**src/rtl/instr_fetch_unit.sv**
```systemverilog
// Fetch stage: PC, req/ack instruction fetch, instruction register and decoded field slices.
// Optional IFU_PERF_CNT_EN adds fetch_count / redirect_count performance counters.
module instr_fetch_unit #(
  parameter logic [31:0] RESET_PC = 32'h0000_0000,
  parameter int          ADDR_W   = 32
) (
  input  logic              clk,
  input  logic              rst_n,
  output logic              imem_req,
  output logic [ADDR_W-1:0] imem_addr,
  input  logic              imem_ack,
  input  logic [31:0]       imem_rdata,
  input  logic              stall,
  input  logic              jump,
  input  logic [25:0]       jump_index,
  input  logic              branch_taken,
  input  logic [31:0]       branch_offset,
  output logic              instr_valid,
  output logic [31:0]       instr,
  output logic [5:0]        opcode,
  output logic [4:0]        rs,
  output logic [4:0]        rt,
  output logic [4:0]        rd,
  output logic [4:0]        shamt,
  output logic [5:0]        funct,
  output logic [15:0]       imm,
  output logic [ADDR_W-1:0] pc_out,
  output logic [ADDR_W-1:0] pc_plus4
`ifdef IFU_PERF_CNT_EN
  ,
  output logic [31:0]       fetch_count,
  output logic [31:0]       redirect_count
`endif
);

  typedef enum logic [1:0] {IDLE, REQ, HOLD} state_t;

  state_t            state, state_nxt;
  logic [ADDR_W-1:0] pc, pc_nxt;
  logic              capture, consume;

  assign pc_plus4 = pc + ADDR_W'(4);

  // Moore handshake: req and valid depend only on state, never on inputs
  assign imem_req    = (state == REQ);
  assign imem_addr   = pc;
  assign instr_valid = (state == HOLD);
  assign pc_out      = pc;

  assign capture = (state == REQ) && imem_ack;
  assign consume = (state == HOLD) && !stall;

  always_comb begin
    state_nxt = state;
    unique case (state)
      IDLE:    state_nxt = REQ;
      REQ:     if (imem_ack) state_nxt = HOLD;
      HOLD:    if (!stall) state_nxt = REQ;
      default: state_nxt = IDLE;
    endcase
  end

  // Redirect priority: jump over branch over sequential
  always_comb begin
    pc_nxt = pc_plus4;
    if (jump)
      pc_nxt = {pc_plus4[ADDR_W-1 -: 4], jump_index, 2'b00};
    else if (branch_taken)
      pc_nxt = pc_plus4 + (branch_offset << 2);
  end

  always_ff @(posedge clk or negedge rst_n) begin
    if (!rst_n) begin
      state <= IDLE;
      pc    <= RESET_PC;
      instr <= 32'h0;
    end else begin
      state <= state_nxt;
      if (capture) instr <= imem_rdata;
      if (consume) pc <= pc_nxt;
    end
  end

  assign opcode = instr[31:26];
  assign rs     = instr[25:21];
  assign rt     = instr[20:16];
  assign rd     = instr[15:11];
  assign shamt  = instr[10:6];
  assign funct  = instr[5:0];
  assign imm    = instr[15:0];

`ifdef IFU_PERF_CNT_EN
  always_ff @(posedge clk or negedge rst_n) begin
    if (!rst_n) begin
      fetch_count    <= 32'h0;
      redirect_count <= 32'h0;
    end else begin
      if (capture) fetch_count <= fetch_count + 32'h1;
      if (consume && (jump || branch_taken)) redirect_count <= redirect_count + 32'h1;
    end
  end
`endif

endmodule

```
**config.mk**
```make
export PLATFORM = sky130hd
export DESIGN_NAME = instr_fetch_unit
export DESIGN_NICKNAME = d
export VERILOG_FILES = /design/src/rtl/instr_fetch_unit.sv
export SDC_FILE = /design/constraint.sdc
export NUM_CORES = 1
export LEC_CHECK = 0
export CORE_ASPECT_RATIO = 1.4
export CORE_MARGIN = 2
export CORE_UTILIZATION = 35
export CTS_BUF_LIST = sky130_fd_sc_hd__clkbuf_4 sky130_fd_sc_hd__clkbuf_8 sky130_fd_sc_hd__clkbuf_16
export CTS_CLUSTER_SIZE = 16
export DETAILED_ROUTE_END_ITERATION = 7
export PLACE_DENSITY = 0.74
export SYNTH_ARGS = -nofsm -noshare
export SYNTH_HDL_FRONTEND = slang
export SYNTH_SLANG_ARGS = --single-unit
```
**constraint.sdc**
```tcl
create_clock -name clk -period 9.9 [get_ports clk]
set_clock_uncertainty 0.1 [all_clocks]
set_input_delay 1.98 -clock clk [delete_from_list [all_inputs] [get_ports clk]]
set_output_delay 1.98 -clock clk [all_outputs]
set_load 0.02 [all_outputs]
```
==> results.txt <==
Synth top area cells -> dfrtp_1, buf_4, ha_1, mux2_2, xnor2_1
Distinct cell type count after synthesis -> 64
Worst hold path class -> reg -> reg
Final worst-path cycle share -> 60.1%
Clock root buffer -> clkbuf_16
P_int -> 1.56 mW
Max IR drop VDD -> 0.000220 V
Lkg Pwr -> 3.46 nW
Combinational Power Share -> 70.5%
CP arrival -> 3.87 ns
Gpl congestion -> 0.880
Slowest Stage Delay on Critical Path -> 0.66 ns
Post-Syn Area -> 0.00573 mm^2
Tmin final -> 5.95 ns
DRT Pass-1 Iters -> 5
Initial Utilization -> 35.6%
Hold buffers post-CTS -> 0
Met3 wire len -> 1.55 mm
CP Max Fanout -> 5
MaxCap Viol Count -> 0
Synthesis-to-layout area growth -> 43.6%
Synth Flop Type -> dfrtp_1
Chip Height -> 155 um
Top sig layer -> met4
Fin Setup TNS -> 0 ns
Met2 WL -> 10.0 mm
Critical path capture point type -> output pin
Outcome -> finished, final reports clean
Fmax -> 168 MHz
Worst flop-to-flop path startpoint -> imem_addr[2]
Slowest CP cell -> clkdlybuf4s50_1
Num CTS Buffers -> 9
Final core utilization -> 51.1%
Global router's overall resource usage -> 21.2%
WL final -> 19.2 mm
Detailed-route DRC error count -> 0
WL per Instance -> 18.3 um
CP startpoint kind -> register
Detail Placement HPWL -> 14.8 mm
# setup viols final -> 0
Hold Startpoint -> instr[30]
Wl on met1 -> 7.30 mm
Setup slack at placement -> 4.28 ns
H-tree levels -> 3
Post-synth ARST share -> 100%
Fraction of layout cells with a size suffix above 1 -> 8.01%
Post-synthesis instance total -> 662
CP cell instances -> ha_1 -> nand4_1 -> nor3_1 -> and2_1 -> nand3_1 -> nor2_1 -> and3_1 -> xor2_1 -> clkdlybuf4s50_1
Final Max Tran Viols -> 0
TritonCTS clock tree -> yes
Unrepaired setup endpoints after global routing -> false
FILL cells -> 1548
Hold path endpoint -> instr[30]
IO Pins -> 274
Vias in the first global route -> 5459
Sw Ratio -> 47.4%
Clock power share -> 10.2%
DIE AREA -> 0.0174 mm^2
Clk_lat worst skew -> 0.33 ns
Reg area -> 0.00160 mm^2
Multi-input logic area -> 0.00334 mm^2
PortBufs -> 265
Final hold violation count -> 0
Final WS setup -> 3.95 ns
Grt total ovfl -> 0
Num rows -> 55
Pin count of the biggest net entering global routing -> 65
Seq cells post-synth -> 64
Crit path required time -> 7.82 ns
Sequential-to-total area share from yosys stat -> 28.0%
Net Sw Power -> 1.41 mW
Worst-Margin Slew -> 0.903 ns
Die Wd -> 112 um
Reg power frac -> 19.3%
Setup Fix Bufs, Post-CTS -> 0
Iteration-0 DRC Markers -> 282
Initial antenna violation count -> 1
Clock Pin Slew Worst Setup and Hold Paths -> 0.06 ns
Syn Area/Cell -> 8.65 um^2
Worst slew margin -> 39.4%
Post-synth EDFFs -> 0
YS warnings -> 0
Clock Path Buffers -> 2
CTS sink cnt -> 64
Crit path kind -> reg -> out
Antenna viol nets, final -> 0
Hold path depth -> 1
Yosys top cell by area -> dfrtp_1
Nets -> 977
Share of the synthesized area in the top cell type -> 28.0%
Core Area -> 0.0161 mm^2
Reg2reg setup slack -> 5.08 ns
FF-to-FF End -> imem_addr[30]
Global-route wire length before repair -> 29.1 mm
Cells on worst reg2reg path -> 15
Post-CTS resize count -> 0
Vias -> 5593
Vias per std cell -> 5.33
PwrDens -> 361 mW/mm^2
## cell usage in the layout, fill, tap and decap left out, drive strengths merged, types with 3 or more instances in the layout
master and count:
o211ai 6, xnor2 30, o22ai 3, o21a 4, xor2 22, clkinv 5, nand3 24, nand4 7
a21oi 41, nor2 37, and4 3, a311oi 3, nor3b 3, nor2b 6, mux2 32, and3 13
a221o 3, inv 15, buf 6, conb 6, o311ai 4, a211oi 11, dfrtp 64, o21ai 47
clkbuf 10, mux2i 4, a31oi 5, ha 36, and2 7, nand2 62, nor3 14, a21o 18
clkdlybuf4s50 264
## cells by family (layout without fill, tap and decap cells)
logic type / Yosys count / count (layout) / synth area share [%]
buffers and inverters: 119 / 301 / 13.9
XOR/XNOR: 52 / 52 / 7.95
flip-flops: 64 / 64 / 28.0
AND/OR/NAND/NOR: 189 / 189 / 16.3
AO/OA/AOI/OAI: 164 / 164 / 18.6
other: 1 / 7 / 0.0655
multiplexers: 36 / 36 / 6.99
adder cells (fa/ha/maj): 37 / 37 / 8.22
## registers in the layout, indices dropped and copies added (netlist names)
name and cells:
instr 32, state 2, imem_addr 30
## power groups by stage
stage / Clock [mW] / Sequential (mW) / Combinational (mW)
floorplan: 0 / 0.678 / 1.26
global placement: 0 / 0.569 / 2.08
detailed placement: 0 / 0.577 / 2.09
CTS: 0.312 / 0.573 / 2.10
global route: 0.322 / 0.595 / 2.24
finish: 0.304 / 0.572 / 2.09
## cells in the mapped netlist, types with 3 or more instances
cell type / count
a211oi_1: 11
a21o_1: 16
a21oi_1: 41
a221o_1: 3
a311oi_1: 3
a31oi_1: 3
and2_1: 6
and3_1: 12
and4_1: 3
buf_4: 85
buf_6: 3
clkbuf_1: 15
dfrtp_1: 64
ha_1: 36
inv_1: 14
mux2_2: 32
mux2i_1: 4
nand2_1: 62
nand3_1: 24
nand4_1: 7
nor2_1: 37
nor2b_1: 6
nor3_1: 14
nor3b_1: 3
o211ai_1: 6
o21a_1: 3
o21ai_0: 46
o22ai_1: 3
o311ai_0: 4
xnor2_1: 30
xor2_1: 22
## critical path: cells and delay by family, from the launching register on
kind	cells	cell delay, ns
simple gates	6	1.91
fa+ha+maj	1	0.29
buf+inv	1	0.66
flops	1	0.44
xor+xnor	1	0.26
## cell type report
type,instances,area share (%)
diodes,1,0.0304
clock buffers,10,2.91
clock inverters,6,0.532
inverters,15,0.685
multi-input cells,484,40.7
flip-flops and latches,64,19.5
well taps,199,3.03
repair buffers,270,32.7
## metal layers
metal  track usage, %  up-vias
li1                 -     2651
met1             23.8     2646
met2             39.1      271
met3             5.18       25
met4             6.85        0
met5                0        -
## worst max-delay path by stage
| stage | startpoint | end | slack (ns) | depth (start not counted) |
|---|---|---|---|---|
| floorplan | imem_addr[3] | pc_plus4[28] | 5.31 | 8 |
| global placement | imem_addr[2] | pc_plus4[28] | 4.32 | 9 |
| detailed placement | imem_addr[2] | pc_plus4[28] | 4.28 | 9 |
| CTS | imem_addr[2] | pc_plus4[28] | 3.90 | 9 |
| global route | imem_addr[2] | pc_plus4[28] | 3.62 | 9 |
| finish | imem_addr[2] | pc_plus4[28] | 3.95 | 9 |
## stage by stage
| step | hold slack [ns] | instances | power [mW] | instance area, um^2 |
|---|---|---|---|---|
| after floorplan | 0.393 | 667 | 1.94 | 5740 |
| after global placement | 0.411 | 1032 | 2.65 | 7940 |
| after detailed placement | 0.418 | 1032 | 2.67 | 7940 |
| after CTS | 0.431 | 1048 | 2.99 | 8220 |
| after global routing | 0.451 | 1049 | 3.16 | 8220 |
| final | 0.429 | 1049 | 2.97 | 8220 |
Power figures use the tool's default switching activity.
